[src/rtl/instr_loader_pkg.sv]
// instr_pkg: instruction word layout, loader states and ALU command limit shared by the loader files.
package instr_pkg;
    localparam int OP_W = 12;
    localparam int CMD_W = 4;
    localparam int WORD_W = 32;
    localparam logic [CMD_W-1:0] CMD_MAX = 4'd6;
    typedef enum logic [1:0] {LOAD, RUN, DONE} state_t;
    // Word layout: op1 [31:20], op2 [19:8], cmd [7:4], zero nibble [3:0]
    function automatic logic [WORD_W-1:0] pack_word(input logic [OP_W-1:0] op1, input logic [OP_W-1:0] op2,
                                                    input logic [CMD_W-1:0] cmd);
        return {op1, op2, cmd, 4'b0000};
    endfunction
endpackage

[src/rtl/instr_loader_if.sv]
// instr_loader_if: valid/ready write channel carrying one ALU operation (op1, op2, cmd).
interface instr_loader_if;
    import instr_pkg::*;
    logic wr_valid;
    logic wr_ready;
    logic [OP_W-1:0] wr_op1;
    logic [OP_W-1:0] wr_op2;
    logic [CMD_W-1:0] wr_cmd;
    modport master (output wr_valid, wr_op1, wr_op2, wr_cmd, input wr_ready);
    modport slave (input wr_valid, wr_op1, wr_op2, wr_cmd, output wr_ready);
endinterface

[src/rtl/instr_loader_mem.sv]
// instr_mem: DEPTH x 32 synchronous RAM, one write port and one registered read port with sync clear.
module instr_mem
    import instr_pkg::*;
#(
    parameter int DEPTH = 100,
    parameter int IW = 7
) (
    input  logic              clk,
    input  logic              clr,
    input  logic              we,
    input  logic [IW-1:0]     waddr,
    input  logic [WORD_W-1:0] wdata,
    input  logic              re,
    input  logic [IW-1:0]     raddr,
    output logic [WORD_W-1:0] rdata
);
    logic [WORD_W-1:0] r_mem [DEPTH];
    always_ff @(posedge clk) begin
        if (we) r_mem[waddr] <= wdata;
    end
    // Only the read register clears; stored words survive reset
    always_ff @(posedge clk) begin
        if (clr) rdata <= '0;
        else if (re) rdata <= r_mem[raddr];
    end
endmodule

[src/rtl/instr_loader.sv]
// instr_loader: packs ALU operations into 32-bit words, stores them, and plays them back one per enable.
// Optional CMD_CHECK_EN: consume but drop writes with cmd > CMD_MAX and raise sticky rej.
module instr_loader
    import instr_pkg::*;
#(
    parameter int DEPTH = 100,
    parameter int AW = 8,
    parameter int LOOP = 0
) (
    input  logic              clk,
    input  logic              rst,
    input  logic              clr,
    instr_loader_if.slave     wr,
    input  logic              start,
    input  logic              enable,
    output logic [WORD_W-1:0] data,
    output logic              data_valid,
    output logic [AW-1:0]     count,
    output logic              full,
    output logic              done,
    output logic              rej
);
    localparam int IW = (DEPTH > 1) ? $clog2(DEPTH) : 1;
    state_t r_state, w_state_nxt;
    logic [AW:0] r_count;
    logic [IW-1:0] r_wr_ptr, r_rd_ptr;
    logic r_data_valid;
    logic w_clr, w_acc, w_store, w_go, w_re, w_last;
    assign w_clr = rst || clr;
    // One spare count bit so full is reachable even when DEPTH == 2**AW
    assign full = r_count == (AW+1)'(DEPTH);
    assign wr.wr_ready = (r_state == LOAD) && !full;
    assign w_acc = wr.wr_valid && wr.wr_ready;
`ifdef CMD_CHECK_EN
    logic r_rej;
    assign w_store = w_acc && (wr.wr_cmd <= CMD_MAX);
    assign rej = r_rej;
    always_ff @(posedge clk) begin
        if (w_clr) r_rej <= 1'b0;
        else if (w_acc && !w_store) r_rej <= 1'b1;
    end
`else
    assign w_store = w_acc;
    assign rej = 1'b0;
`endif
    assign w_go = start && ((r_state != LOAD) || (r_count != '0) || w_store);
    assign w_re = (r_state == RUN) && enable && !start;
    assign w_last = r_rd_ptr == IW'(r_count - 1'b1);
    assign done = r_state == DONE;
    assign data_valid = r_data_valid;
    assign count = r_count[AW-1:0];
    always_ff @(posedge clk) begin
        if (w_clr) r_state <= LOAD;
        else r_state <= w_state_nxt;
    end
    always_comb begin
        w_state_nxt = r_state;
        w_state_nxt = w_go ? RUN : (w_re && w_last && LOOP == 0) ? DONE : r_state;
    end
    always_ff @(posedge clk) begin
        if (w_clr) begin
            r_count <= '0;
            r_wr_ptr <= '0;
            r_rd_ptr <= '0;
            r_data_valid <= 1'b0;
        end else begin
            r_data_valid <= w_re;
            if (w_store) begin
                r_wr_ptr <= r_wr_ptr + 1'b1;
                r_count <= r_count + 1'b1;
            end
            if (w_go) r_rd_ptr <= '0;
            else if (w_re) r_rd_ptr <= w_last ? '0 : r_rd_ptr + 1'b1;
        end
    end
    instr_mem #(.DEPTH(DEPTH), .IW(IW)) u_mem (
        .clk   (clk),
        .clr   (w_clr),
        .we    (w_store),
        .waddr (r_wr_ptr),
        .wdata (pack_word(wr.wr_op1, wr.wr_op2, wr.wr_cmd)),
        .re    (w_re),
        .raddr (r_rd_ptr),
        .rdata (data)
    );
endmodule
[src/flat_wrapper.sv]
// flat-port wrapper written by rule: the top's interface ports become plain ports
module instr_loader_flat import instr_pkg::*;
#(
    parameter int DEPTH = 100,
    parameter int AW = 8,
    parameter int LOOP = 0
)
  (clk, rst, clr, start, enable, data, data_valid, count, full, done, rej, wr_wr_valid, wr_wr_op1, wr_wr_op2, wr_wr_cmd, wr_wr_ready);
  instr_loader_if wr_i ();
  input  logic clk;
  input  logic rst;
  input  logic clr;
  input  logic start;
  input  logic enable;
  output logic [WORD_W-1:0] data;
  output logic data_valid;
  output logic [AW-1:0] count;
  output logic full;
  output logic done;
  output logic rej;
  input wire logic [$bits(wr_i.wr_valid)-1:0] wr_wr_valid;
  input wire logic [$bits(wr_i.wr_op1)-1:0] wr_wr_op1;
  input wire logic [$bits(wr_i.wr_op2)-1:0] wr_wr_op2;
  input wire logic [$bits(wr_i.wr_cmd)-1:0] wr_wr_cmd;
  output wire logic [$bits(wr_i.wr_ready)-1:0] wr_wr_ready;
  assign wr_i.wr_valid = wr_wr_valid;
  assign wr_i.wr_op1 = wr_wr_op1;
  assign wr_i.wr_op2 = wr_wr_op2;
  assign wr_i.wr_cmd = wr_wr_cmd;
  assign wr_wr_ready = wr_i.wr_ready;
  instr_loader #(.DEPTH(DEPTH), .AW(AW), .LOOP(LOOP)) u_core (.clk(clk), .rst(rst), .clr(clr), .wr(wr_i), .start(start), .enable(enable), .data(data), .data_valid(data_valid), .count(count), .full(full), .done(done), .rej(rej));
endmodule
[config.mk]
export PLATFORM = sky130hd
export DESIGN_NAME = instr_loader_flat
export DESIGN_NICKNAME = d
export VERILOG_FILES = /design/src/rtl/instr_loader_pkg.sv /design/src/rtl/instr_loader_if.sv /design/src/rtl/instr_loader_mem.sv /design/src/rtl/instr_loader.sv /design/src/flat_wrapper.sv
export SDC_FILE = /design/constraint.sdc
export NUM_CORES = 2
export LEC_CHECK = 0
export CORE_UTILIZATION = 25
export DETAILED_ROUTE_END_ITERATION = 16
export PLACE_DENSITY = 0.48
export SYNTH_ARGS = -nofsm -noshare
export SYNTH_HDL_FRONTEND = slang
export SYNTH_SLANG_ARGS = --single-unit
[constraint.sdc]
create_clock -name clk -period 5.4 [get_ports clk]
set_input_delay 1.08 -clock clk [delete_from_list [all_inputs] [get_ports clk]]
set_output_delay 1.08 -clock clk [all_outputs]
set_load 0.05 [all_outputs]
==> flow_metrics.py <==
metrics = {
    "run": {
        "maxcap_viol_count": 0,
    },
    "clocking": {
        "cts.sinks": 2854,
        "clock_latency_reported_for_the_late_side_of_the_worst_skew_pair_ns": 0.92,
        "post_cts_hold_buffers": 0,
        "numCtsBuffers": 309,
        "cts_setup_buffers": 0,
        "cts_buffer_depth": 4,
        "clockRootBuffer": "sky130_fd_sc_hd__clkbuf_16",
        "tritoncts_clock_tree": "done",
        "cts_resizes": 0,
        "h_tree_lvl_count": 5,
        "clkSlewWorstSetupHoldPaths_ns": 0.06,
    },
    "logic_synthesis": {
        "synthDistinctLibCells": 66,
        "synth-async-reset-ratio": 0,
        "prevailing_post_synth_register_cell": "sky130_fd_sc_hd__edfxtp_1",
        "synth.yosys.seq_area_share": 0.775,
        "synth-edff-count": 2800,
        "synthDominantAreaCellType": "sky130_fd_sc_hd__edfxtp_1",
        "netlist_area_um2": 110000,
        "synth_top_cell_area_share": 0.766,
        "ys_ff_latch": 2854,
        "yosysWarningCount": 0,
        "synth.top_cells.by_area": "sky130_fd_sc_hd__edfxtp_1 77%, sky130_fd_sc_hd__mux4_2 14%, sky130_fd_sc_hd__mux2i_1 2.4%, sky130_fd_sc_hd__dfxtp_1 0.98%, sky130_fd_sc_hd__nor2_1 0.55%",
        "synthesis.instances": 4869,
        "syn_area_per_cell_um2": 22.6,
    },
    "drt": {
        "detailedRoute.firstIterationViolations": 5882,
        "detailedRoute.firstPassIterationCount": 5,
        "vias": 52900,
        "drt_drc_violations_left": 0,
        "vias_per_cell": 4.70,
        "antenna_left": 0,
        "routed_wirelength_um": 321000,
        "detail_route.wl_per_cell_um": 28.5,
    },
    "worst_setup_path": {
        "worst-path-max-fanout": 8,
        "worst-endpoint-required_ns": 4.32,
        "crit_end": "full",
        "worstSetupStartpoint": "u_core.r_count[0]",
        "rr_worst_depth": 8,
        "critical_path.slowest_cell": "sky130_fd_sc_hd__clkdlybuf4s50_1",
        "timing.setup.critical_path_class": "flop to output port",
        "worstReg2RegEnd": "u_core.u_mem.rdata[29]",
        "reg2reg_from": "u_core.r_rd_ptr[1]",
        "setup.worst_path.start_class": "flop",
        "cp-end-kind": "output port",
        "worst-endpoint-arrival_ns": 3.26,
        "cp_cell_sequence": "inv_1 > ha_1 > or4b_2 > nor2_1 > clkdlybuf4s50_1",
        "crit_path_max_incr_delay_ns": 0.83,
        "regToRegSetupSlack_ns": 1.20,
    },
    "sta": {
        "setup_violations": 0,
        "grt_setup_unrepaired": "no",
        "finalClockSkew_ns": 0.0430,
        "final_max_slew_viol_count": 0,
        "max_slew_margin": 0.0991,
        "period_needed_ns": 4.34,
        "max_freq_ghz": 0.231,
        "min_period_over_period": 0.803,
        "setup_tns_ns": 0,
        "worst_slew_pin_slew_ns": 1.35,
        "hold_violations": 0,
    },
    "power": {
        "worst_ir_drop_vdd_mv": 0.259,
        "p_per_area_nw_per_um2": 356,
        "switching_share": 0.203,
        "cellLeakagePower_nw": 37.4,
        "pwr-share-seq": 0.530,
        "p_comb_frac": 0.016,
        "switch_pwr_mw": 9.32,
        "finalPower_mw": 45.9,
        "clock_network_fraction_of_design_power": 0.454,
        "power.internal_mw": 36.6,
    },
    "placed_design": {
        "dp_hpwl_um": 195000,
        "number_of_port_buffers": 73,
        "gp_congestion": 0.811,
    },
    "floorplan": {
        "count_of_pins_on_the_block_boundary": 79,
        "die_height_um": 665,
        "floorplan.rows": 243,
        "dieArea_um2": 442000,
        "die-width_um": 665,
        "floorplan_core_area_um2": 438000,
        "initial_core_utilization": 0.251,
    },
    "global_route": {
        "grt_antenna_before_repair": 39,
        "grt_overflow": 0,
        "grt_pass1_vias": 53700,
        "grt_first_pass_wirelength_um": 441000,
        "grtUsageTotal": 0.141,
        "largest_net_degree_at_the_start_of_global_routing": 79,
    },
    "finish": {
        "commonest_non_fill_non_tap_cell_in_the_layout": "sky130_fd_sc_hd__edfxtp_1",
        "fraction_of_final_layout_cells_with_drive_strength_greater_than_1": 0.282,
        "fin_nets": 5283,
        "commonest_non_fill_non_tap_cells_in_the_layout": "2800 x sky130_fd_sc_hd__edfxtp_1, 679 x sky130_fd_sc_hd__mux4_2, 312 x sky130_fd_sc_hd__clkbuf_16, 274 x sky130_fd_sc_hd__buf_4, 263 x sky130_fd_sc_hd__mux2i_1",
        "flow.area_growth_from_synthesis_pct": 17.6,
    },
    "min_path": {
        "path_category_of_the_worst_min_delay_check": "flop to flop",
    },
    "outcome": {
        "status": "finished clean",
    },
}
## cell usage after synthesis (9+ instances only)
library cell                   n
sky130_fd_sc_hd__clkbuf_1     77
sky130_fd_sc_hd__buf_1        15
sky130_fd_sc_hd__nor3_1       22
sky130_fd_sc_hd__a22oi_1      45
sky130_fd_sc_hd__nand4_1       9
sky130_fd_sc_hd__a2111oi_0    11
sky130_fd_sc_hd__nand3_1      35
sky130_fd_sc_hd__a221oi_1     29
sky130_fd_sc_hd__o221ai_1     15
sky130_fd_sc_hd__nor2_1      162
sky130_fd_sc_hd__a32o_1       11
sky130_fd_sc_hd__nand2_1      63
sky130_fd_sc_hd__a22o_1       31
sky130_fd_sc_hd__o22ai_1      28
sky130_fd_sc_hd__xor2_1       13
sky130_fd_sc_hd__edfxtp_1   2800
sky130_fd_sc_hd__nor2b_1      27
sky130_fd_sc_hd__a211oi_1     16
sky130_fd_sc_hd__buf_6        22
sky130_fd_sc_hd__a21oi_1      53
sky130_fd_sc_hd__mux4_2      679
sky130_fd_sc_hd__mux2_2       33
sky130_fd_sc_hd__buf_4        70
sky130_fd_sc_hd__dfxtp_1      54
sky130_fd_sc_hd__o21ai_0      36
sky130_fd_sc_hd__buf_2        93
sky130_fd_sc_hd__mux2i_1     263
sky130_fd_sc_hd__xnor2_1      15
## power by group through the flow
stage	clock, mW	sequential (mW)	combinational [mW]
2_1_floorplan	0	24.8	0.135
5_1_grt	22.1	24.3	0.760
3_5_place_dp	0	24.8	0.738
3_3_place_gp	0	24.8	0.716
6_report	20.9	24.3	0.721
4_1_cts	21.3	24.3	0.737
## worst min path at each step
stage | from | end | slack (ns) | cells past startpoint
3_3_place_gp | u_core.r_count[8] | u_core.r_count[8] | 0.49 | 2
3_5_place_dp | u_core.r_count[8] | u_core.r_count[8] | 0.51 | 2
2_1_floorplan | u_core.r_count[8] | u_core.r_count[8] | 0.47 | 2
5_1_grt | wr_wr_op1[10] | u_core.u_mem.r_mem[27][26] | 0.54 | 1
6_report | u_core.r_state[0] | u_core.r_state[0] | 0.52 | 2
4_1_cts | wr_wr_op1[10] | u_core.u_mem.r_mem[22][26] | 0.51 | 1
## stage by stage
stage                      util  cell area (um^2)  hold slack [ns]  setup WS (ns)  std cells
after floorplan               -            110000            0.471           1.81       4873
after global placement    0.272            119000            0.488          0.786      10700
after detailed placement  0.272            119000            0.507          0.759      10700
after CTS                 0.295            129000            0.510          0.966      11200
after global routing      0.295            129000            0.540          0.876      11200
final                     0.295            129000            0.518           1.06      11300
## critical path, delay by kind of cell, from the launching register on
kind | cells | cell delay, ns
flops | 1 | 0.39
fa+ha+maj | 1 | 0.21
buf+inv | 2 | 0.94
simple gates | 2 | 0.81
## registers in the layout, indices dropped and copies added (netlist names)
signal,cells
u_core.r_wr_ptr,7
u_core.data_valid,1
u_core.u_mem.rdata,28
u_core.r_count,9
u_core.r_state,2
u_core.r_rd_ptr,7
u_core.u_mem.r_mem,2800
## area by class of cell
class | instances | area, um^2
fillers | 42400 | 309000
well taps | 5757 | 7200
clock buffers | 406 | 8260
inverters | 5 | 18.8
flip-flops and latches | 2854 | 85200
repair buffers | 348 | 3090
diodes | 11 | 27.5
clock inverters | 150 | 1650
multi-input cells | 1727 | 23700
## per-layer routing
layer	wire length (um)	up-vias	GRT usage
met1	138000	29200	0.193
met4	7960	6	0.0356
met2	155000	1861	0.232
li1	-	21500	-
met3	20800	369	0.0257
met5	37	-	0
## kinds of logic after synthesis
logic type,after synthesis,share of synthesized area
xor gates and xnor gates,28,0.00223
muxes,980,0.168
AOI/OAI and AO/OA,336,0.0222
buffers and inverters,292,0.0159
other,1,0.0000341
adders and majority gates,4,0.000456
DFF,2854,0.775
and+or+nand+nor,374,0.0159
No activity file was read; power rests on OpenSTA's default activity.
